--- config.mk ---
export PLATFORM = sky130hd
export DESIGN_NAME = instr_fetch_unit
export DESIGN_NICKNAME = d
export VERILOG_FILES = /design/src/rtl/instr_fetch_unit.sv
export SDC_FILE = /design/constraint.sdc
export NUM_CORES = 1
export LEC_CHECK = 0
export BUFFER_PORTS_ARGS = -buffer_cell sky130_fd_sc_hd__buf_2
export CAP_MARGIN = 0
export CELL_PAD_IN_SITES_DETAIL_PLACEMENT = 0
export CELL_PAD_IN_SITES_GLOBAL_PLACEMENT = 1
export CORE_UTILIZATION = 32
export DETAILED_ROUTE_END_ITERATION = 12
export PLACE_DENSITY_LB_ADDON = 0.05
export SETUP_SLACK_MARGIN = 0.1
export SKIP_LAST_GASP = 1
export SYNTH_ARGS = -nofsm -noshare
export SYNTH_HDL_FRONTEND = slang
export SYNTH_SLANG_ARGS = --single-unit
--- constraint.sdc ---
create_clock -name clk -period 3.2 [get_ports clk]
set_clock_uncertainty 0.15 [all_clocks]
set_input_delay 0.32 -clock clk [delete_from_list [all_inputs] [get_ports clk]]
set_output_delay 0.32 -clock clk [all_outputs]
set_load 0.01 [all_outputs]
--- src/rtl/instr_fetch_unit.sv ---
// Multicycle instruction fetch stage: PC, req/gnt/rvalid memory read, instruction
// register with decoded fields and a sticky fault vector.
module instr_fetch_unit #(
   parameter logic [31:0] RESET_PC = 32'h0000_0000,
   parameter int          TIMEOUT  = 16
) (
   input  logic        clk,
   input  logic        rst,
   input  logic        fetch_req,
   input  logic        pc_wr,
   input  logic [31:0] pc_wdata,
   input  logic        pc_inc,
   input  logic        fault_clr,
   output logic        imem_req,
   output logic [31:0] imem_addr,
   input  logic        imem_gnt,
   input  logic        imem_rvalid,
   input  logic [31:0] imem_rdata,
   output logic [31:0] pc,
   output logic [31:0] instr,
   output logic [6:0]  opcode,
   output logic [2:0]  funct3,
   output logic [6:0]  funct7,
   output logic [4:0]  rd,
   output logic [4:0]  rs1,
   output logic [4:0]  rs2,
   output logic        ir_valid,
   output logic        fetch_busy,
   output logic [7:0]  fault_vector
);

   localparam int CW = (TIMEOUT > 2) ? $clog2(TIMEOUT) : 1;
   localparam logic [CW-1:0] CNT_LAST = CW'(TIMEOUT - 1);
   localparam logic [31:0] NOP = 32'h0000_0013;

   typedef enum logic [3:0] {
      IDLE = 4'b0001,
      REQ  = 4'b0010,
      WAIT = 4'b0100,
      DONE = 4'b1000
   } state_t;

   state_t        state_q, state_d;
   logic [31:0]   pc_q, pc_d;
   logic [31:0]   addr_q, addr_d;
   logic [31:0]   instr_q, instr_d;
   logic          irv_q, irv_d;
   logic [CW-1:0] cnt_q, cnt_d;
   logic [3:0]    fault_q, fault_d;
   logic [3:0]    fault_set;
   logic          capture;

   always_ff @(posedge clk or posedge rst) begin
      if (rst) begin
         state_q <= IDLE;
         pc_q    <= RESET_PC;
         addr_q  <= RESET_PC;
         instr_q <= NOP;
         irv_q   <= 1'b0;
         cnt_q   <= '0;
         fault_q <= '0;
      end else begin
         state_q <= state_d;
         pc_q    <= pc_d;
         addr_q  <= addr_d;
         instr_q <= instr_d;
         irv_q   <= irv_d;
         cnt_q   <= cnt_d;
         fault_q <= fault_d;
      end
   end

   always_comb begin
      state_d   = state_q;
      pc_d      = pc_q;
      addr_d    = addr_q;
      instr_d   = instr_q;
      irv_d     = irv_q;
      cnt_d     = cnt_q;
      fault_set = '0;
      capture   = 1'b0;
      case (state_q)
         IDLE, DONE: begin
            if (pc_wr) begin
               pc_d  = pc_wdata;
               irv_d = 1'b0;
            end else if (pc_inc) begin
               pc_d  = pc_q + 32'd4;
               irv_d = 1'b0;
            end
            state_d = IDLE;
            // The fetch address and alignment check use the PC as it was this cycle.
            if (fetch_req) begin
               if (pc_q[1:0] == 2'b00) begin
                  state_d = REQ;
                  irv_d   = 1'b0;
                  cnt_d   = '0;
                  addr_d  = pc_q;
               end else begin
                  fault_set[0] = 1'b1;
               end
            end
         end
         REQ, WAIT: begin
            if (pc_wr || pc_inc) fault_set[3] = 1'b1;
            capture = imem_rvalid && ((state_q == WAIT) || imem_gnt);
            if (capture) begin
               instr_d = imem_rdata;
               irv_d   = 1'b1;
               state_d = DONE;
               if (imem_rdata[1:0] != 2'b11) fault_set[2] = 1'b1;
            end else if (cnt_q == CNT_LAST) begin
               fault_set[1] = 1'b1;
               irv_d        = 1'b0;
               state_d      = IDLE;
            end else begin
               cnt_d = cnt_q + 1'b1;
               if ((state_q == REQ) && imem_gnt) state_d = WAIT;
            end
         end
         default: state_d = IDLE;
      endcase
      fault_d = (fault_clr ? 4'b0000 : fault_q) | fault_set;
   end

   assign imem_req     = (state_q == REQ);
   assign imem_addr    = addr_q;
   assign fetch_busy   = (state_q == REQ) || (state_q == WAIT);
   assign pc           = pc_q;
   assign instr        = instr_q;
   assign ir_valid     = irv_q;
   assign fault_vector = {4'b0000, fault_q};
   assign opcode       = instr_q[6:0];
   assign rd           = instr_q[11:7];
   assign funct3       = instr_q[14:12];
   assign rs1          = instr_q[19:15];
   assign rs2          = instr_q[24:20];
   assign funct7       = instr_q[31:25];

endmodule

==> results of run 1 <==
==> tightest hold or removal path: cells and delay by family <==
| family | cells | cell delay (ns) |
|---|---|---|
| buffers and inverters | 1 | 0.08 |
| AND/OR/NAND/NOR | 2 | 0.08 |
==> per-stage QoR <==
stage                       util  power, mW
after floorplan                -      3.857
after global placement    0.3962      4.722
after detailed placement  0.3962      4.744
after CTS                 0.4295      5.959
after global routing      0.4301      6.346
final                     0.4301      5.882
==> area by class of cell <==
type / instances / area, sq um
Clock inverter: 3 / 43.79
Timing Repair Buffer: 240 / 1359
Tap cell: 216 / 270.3
Sequential cell: 109 / 2733
Clock buffer: 13 / 260.3
Fill cell: 1648 / 9151
Multi-Input combinational cell: 434 / 2196
Inverter: 11 / 45.04
==> sequential cells by signal, summed over array words and instances (netlist names) <==
| name | flops |
|---|---|
| imem_addr | 32 |
| instr | 32 |
| pc | 32 |
| cnt_q | 4 |
| fault_q | 4 |
| state_q | 4 |
| ir_valid | 1 |
==> cell usage after synthesis, types with 2 or more instances <==
master / count / area share
a211oi_1: 3 / 0.0042
a21o_1: 3 / 0.0042
a21oi_1: 35 / 0.033
a22oi_1: 4 / 0.0056
a2bb2oi_1: 3 / 0.0049
a31oi_1: 3 / 0.0035
a41o_1: 3 / 0.0056
and2_1: 4 / 0.0047
and3_1: 8 / 0.0094
and4_1: 4 / 0.0066
buf_2: 3 / 0.0028
buf_4: 36 / 0.051
clkbuf_1: 26 / 0.018
dfrtp_1: 105 / 0.49
dfstp_2: 4 / 0.020
ha_1: 2 / 0.0047
inv_1: 10 / 0.0070
mux2_2: 2 / 0.0042
mux2i_1: 3 / 0.0056
nand2_1: 207 / 0.15
nand2b_1: 5 / 0.0059
nand3_1: 15 / 0.014
nand4_1: 11 / 0.013
nor2_1: 22 / 0.015
nor2b_1: 3 / 0.0035
nor3_1: 12 / 0.011
nor3b_1: 2 / 0.0028
o211ai_1: 3 / 0.0042
o21ai_0: 33 / 0.031
o22ai_1: 5 / 0.0059
o2bb2ai_1: 3 / 0.0049
o311ai_0: 3 / 0.0049
o31ai_1: 4 / 0.0056
o32ai_1: 2 / 0.0033
or2_2: 2 / 0.0023
or3_1: 3 / 0.0035
or4_1: 2 / 0.0028
==> cells in the final DEF (no fill, tap or decap), types with 11 or more instances in the layout <==
master	n
nand2_1	207
buf_2	206
dfrtp_1	105
a21oi_1	35
o21ai_0	33
dlygate4sd3_1	24
nor2_1	22
nand3_1	15
nand4_1	11
nor3_1	11
==> kinds of logic (layout without fill, tap and decap cells) <==
| kind of cell | after synthesis | after routing | share of synthesized area |
|---|---|---|---|
| adder cells (fa/ha/maj) | 2 | 2 | 0.004689 |
| AND/OR/NAND/NOR | 307 | 307 | 0.2551 |
| AO/OA/AOI/OAI | 114 | 114 | 0.1332 |
| other | 1 | 4 | 0.0007027 |
| multiplexers | 5 | 5 | 0.009848 |
| flip-flops | 109 | 109 | 0.5121 |
| XOR/XNOR | 2 | 2 | 0.003283 |
| buffers and inverters | 78 | 267 | 0.08112 |
==> metal layers <==
metal	vias to the layer above	global-route usage	routed length, microns
li1	2427	-	-
met1	2381	0.2600	7657
met2	142	0.3183	7642
met3	16	0.02971	615
met4	0	0.06863	268
met5	-	0	0
==> final timing paths <==
check                               startpoint            end  slack (ns)  cells after the start
min in group asynchronous                  rst  imem_addr[28]        0.48                      3
worst min-delay path            imem_rdata[27]      instr[27]        0.01                      3
max in group asynchronous                  rst      instr[22]        1.61                      4
worst max register to register          pc[10]         pc[26]        0.86                      5
worst max-delay path                    pc[10]         pc[26]        0.86                      5
worst min register to register   imem_addr[16]  imem_addr[16]        0.32                      2
==> power breakdown <==
group / leakage [nW] / total, mW / switching [mW] / internal (mW)
registers: 1.37 / 2.49 / 0.563 / 1.93
clock network: 0.150 / 1.17 / 0.516 / 0.652
logic: 2.14 / 2.22 / 1.31 / 0.918
total: 3.66 / 5.88 / 2.39 / 3.50
==> repair_timing <==
| item | 4_1_cts | 5_1_grt |
|---|---|---|
| endpoints found under the hold margin | 49 | 1 |
| setup endpoints to repair | 0 | 0 |
| gates resized for setup | 0 | 0 |
| hold buffers | 23 | 1 |
| setup buffers | 0 | 0 |
==> flow_metrics.py, run 1 <==
metrics = {
    "placement": {
        "dp.cells": 986,
        "hpwl_microns": 11510,
        "post-place-ws_ns": 0.8730,
        "dpl_cell_area_sq_um": 6362,
        "io_buffers": 206,
        "place.gp.congestion": 0.8043,
    },
    "run_status": {
        "status": "finished clean",
    },
    "synthesis": {
        "syn_inst": 618,
        "seq_area_frac_synth": 0.5121,
        "synth_area_sq_um": 5336,
        "synth-edff-count": 0,
        "ys_async_sr_fraction": 1.000,
        "ys_seq_elements": 109,
        "syn_area_per_cell_sq_um": 8.635,
        "yosysWarnings": 0,
        "ys_types": 57,
        "synth-main-ff-cell": "dfrtp_1",
    },
    "cts": {
        "clk_pin_slew_worst_paths_ns": 0.07,
        "clkLatencyLatePin_ns": 0.35,
        "cts_buffers": 9,
        "htreeDepth": 3,
        "cts_buffer_depth": 2,
        "cts_tree": "done",
        "cts-root-buf": "clkbuf_16",
        "clock_sinks": 109,
    },
    "global_routing": {
        "antenna_found_initial": 0,
        "grt.total_usage": 0.1943,
        "overflow": 0,
        "grt_first_pass_wirelength_microns": 26390,
        "grt_pass1_vias": 4900,
        "grt_max_degree": 42,
    },
    "job": {
        "cap_violations": 0,
    },
    "timing": {
        "fin_ws_ns": 0.8604,
        "fin_setup_tns_ns": 0,
        "fin_crit_sh": 0.7311,
        "drv_slew": 0,
        "setup_viol": 0,
        "worst_slew_pin_slew_ns": 0.7564,
        "rsz0062_at_grt": "false",
        "max_freq_ghz": 0.4274,
        "fin_hold_ws_ns": 0.01080,
        "final-hold-violation-count": 0,
        "timing.slew.headroom": 0.4952,
        "fin_crit_ns": 2.340,
    },
    "final_layout": {
        "antennaDiodeCount": 0,
        "finalNonFillerCells": 1026,
        "nets": 879,
        "drive_gt1_frac": 0.3012,
        "area_growth_pct": 29.43,
        "design_area_sq_um": 6907,
    },
    "setup_path": {
        "critPathSlowestCell": "nor3_1",
        "critical_path_required_ns": 3.27,
        "critPathKind": "reg2reg",
        "cp.arrival_ns": 2.41,
        "critPathTopFamily": "simple AND/OR/NAND/NOR gates",
        "worstSetupEndpointType": "register",
        "crit_chain": "nand4_1, nor3_1, nand3_1, o32ai_1, a21oi_1",
        "path_buf_inv": 0,
        "cpPeakStageDelay_ns": 0.64,
        "cp-start-kind": "register",
        "cp_max_fo": 8,
    },
    "route": {
        "via_count": 4966,
        "vias_per_cell": 4.840,
        "ant_nets": 0,
        "detail_route.wl_per_cell_microns": 15.77,
        "drc": 0,
        "drtIter0Drc": 212,
        "first_pass_iters": 4,
        "wl_microns": 16180,
    },
    "min_path": {
        "holdCritPathClass": "in2reg",
    },
    "floorplanning": {
        "core_sq_um": 16060,
        "die_h_microns": 131.1,
        "dieArea_sq_um": 17200,
        "io_pins": 211,
        "num_rows": 46,
        "initial_core_util": 0.3323,
        "die_w_microns": 131.1,
    },
    "pwr": {
        "ir_drop_mv": 0.3810,
        "power_leakage_nw": 3.656,
        "power_density_nw_per_um2": 851.6,
    },
}
Note: power is estimated with default switching activity, not from simulation.
==> inputs of run 2 (changes only) <==
Settings changed: ABC_AREA set to 1, CORE_UTILIZATION 32 to 35.
Clock period 3.2 ns to 2.3 ns, I/O delays scaled along.
==> flow_metrics.py, run 2 <==
metrics = {
    "setup_path": {
        "cp_max_fo": 5,
        "cp.arrival_ns": 2.10,
        "critPathSlowestCell": "dfrtp_1",
        "worstSetupEndpointType": "register",
        "cp-start-kind": "register",
        "crit_chain": "ha_1, nand2_1, nor2_1, nand2_1, inv_1, nand2_1, a21oi_1, o22ai_1",
        "r2r_slack_ns": 0.28,
        "critical_path_required_ns": 2.38,
        "cpPeakStageDelay_ns": 0.40,
        "cp_common_cell": "nand2_1",
        "critPathKind": "reg2reg",
    },
    "synthesis": {
        "yosysWarnings": 0,
        "synth.largest_area_cell": "dfrtp_1",
        "syn_area_per_cell_sq_um": 7.336,
        "seq_area_frac_synth": 0.4863,
        "syn_inst": 766,
        "synth_area_leaders": "dfrtp_1 47%, nand2_1 21%, nor2_1 6.1%, buf_4 5.2%, nand3_1 3.3%",
        "synth_commonest_cells": "312 x nand2_1, 105 x dfrtp_1, 92 x nor2_1",
        "synth-edff-count": 0,
        "ys_seq_elements": 109,
        "synth.most_common_cell": "nand2_1",
        "ys_async_sr_fraction": 1.000,
        "synth_top_area_share": 0.4676,
        "synth-main-ff-cell": "dfrtp_1",
        "ys_types": 32,
        "synth_area_sq_um": 5619,
    },
    "pwr": {
        "power_leakage_nw": 4.002,
        "ir_drop_mv": 0.4997,
        "power_density_nw_per_um2": 1115,
        "p_total_mw": 8.124,
    },
    "global_routing": {
        "overflow": 0,
        "grt_pass1_vias": 5321,
        "antenna_found_initial": 0,
        "grt_first_pass_wirelength_microns": 27700,
        "grt.total_usage": 0.2160,
        "grt_max_degree": 110,
    },
    "floorplanning": {
        "num_rows": 45,
        "die_w_microns": 128.7,
        "initial_core_util": 0.3642,
        "die_h_microns": 128.7,
        "core_sq_um": 15430,
        "dieArea_sq_um": 16570,
        "io_pins": 211,
    },
    "cts": {
        "clkLatencyLatePin_ns": 0.35,
        "cts-root-buf": "clkbuf_16",
        "cts_buffers": 9,
        "cts_buffer_depth": 2,
        "clk_pin_slew_worst_paths_ns": 0.07,
        "clock_sinks": 109,
        "cts_tree": "done",
        "cts_resized": 0,
        "postCtsSetupRepairBufs": 0,
        "htreeDepth": 3,
    },
    "route": {
        "vias_per_cell": 4.623,
        "ant_nets": 0,
        "via_count": 5492,
        "wl_microns": 17420,
        "drc": 0,
        "first_pass_iters": 4,
        "drtIter0Drc": 263,
        "detail_route.wl_per_cell_microns": 14.66,
    },
    "final_layout": {
        "final_cell_mix": "312 x nand2_1, 206 x buf_2, 105 x dfrtp_1",
        "nets": 1046,
        "area_growth_pct": 29.66,
        "finalNonFillerCells": 1188,
        "drive_gt1_frac": 0.2559,
        "final_core_util": 0.4723,
        "antennaDiodeCount": 0,
        "final_common_cell": "nand2_1",
        "fillCellCount": 1668,
    },
    "timing": {
        "rsz0062_at_grt": "false",
        "fin_crit_sh": 0.8792,
        "fin_setup_tns_ns": 0,
        "fin_crit_ns": 2.022,
        "fin_ws_ns": 0.2778,
        "max_freq_ghz": 0.4945,
        "timing.slew.headroom": 0.5872,
        "final-hold-violation-count": 0,
        "drv_slew": 0,
        "setup_viol": 0,
        "worst_slew_pin_slew_ns": 0.6191,
    },
    "run_status": {
        "status": "finished clean",
    },
    "placement": {
        "place.gp.congestion": 0.9089,
        "hpwl_microns": 12740,
        "io_buffers": 206,
        "dp.cells": 1136,
        "post-place-ws_ns": 0.3105,
    },
    "job": {
        "cap_violations": 0,
    },
    "min_path": {
        "holdCritPathClass": "in2reg",
    },
}
[run 2: cell types whose count changed in the layout (fill, tap and decap cells not counted), sizes merged, moves of 8 or more]
cell,previous run,this run
nand4,11,2
nand3,15,39
and3,8,0
nor2,22,93
inv,9,53
nand2,207,316
a21oi,35,18
nor3,12,2
o21ai,33,53
dlygate4sd3,24,36
[run 2: cell families after synthesis]
group / count (synthesis) / synth area share
compound gates: 80 / 0.07415
xor+xnor: 3 / 0.006013
fa+ha+maj: 2 / 0.004453
buf+inv: 113 / 0.1031
flops: 109 / 0.4863
mux: 2 / 0.004008
other cells: 1 / 0.0006674
simple gates: 456 / 0.3213
[run 2: critical path: cells and delay by family (launching register included)]
family	cells	cell delay (ns)
and+or+nand+nor	4	0.68
AOI/OAI and AO/OA	2	0.24
DFF	1	0.40
buffers and inverters	1	0.21
adders and majority gates	1	0.23
[run 2: final cells by class]
class,instances,area [sq um],share of cell area
Tap cell,211,264.0,0.03624
Multi-Input combinational cell,547,2318,0.3182
Inverter,55,210.2,0.02885
Clock buffer,13,250.2,0.03435
Sequential cell,109,2733,0.3751
Clock inverter,3,46.29,0.006354
Timing Repair Buffer,250,1464,0.2009
[run 2: per-layer routing]
layer  up-vias  wire length (microns)  GRT usage
li1       2766                      -          -
met1      2528                   7776     0.2765
met2       172                   8422     0.3660
met3        26                    752    0.03077
met4         0                    465    0.08997
met5         -                      0          0
[run 2: through the flow]
stage	cell area, sq um	hold WS, ns
floorplan	5634	0.1700
global placement	6629	0.2754
detailed placement	6629	0.2784
CTS	7286	0.01107
global route	7286	0.04844
finish	7286	0.01801
[run 2: worst paths after layout]
path | startpoint | endpoint | cells past startpoint
worst min register to register | imem_addr[12] | imem_addr[12] | 2
worst max-delay path | pc[3] | pc[10] | 8
min in group asynchronous | rst | imem_addr[31] | 4
max in group asynchronous | rst | instr[5] | 4
worst min-delay path | fetch_req | fault_q[0] | 3
worst max register to register | pc[3] | pc[10] | 8
[run 2: where the power goes]
part / total (mW) / switching [mW] / internal [mW]
clock network: 1.60 / 0.723 / 0.880
logic: 3.21 / 1.98 / 1.23
registers: 3.31 / 0.690 / 2.62
[run 2: timing repair]
item / in CTS / in global routing
setup endpoints to repair: 0 / 0
hold buffers: 36 / 0
hold endpoints to repair: 143 / 0
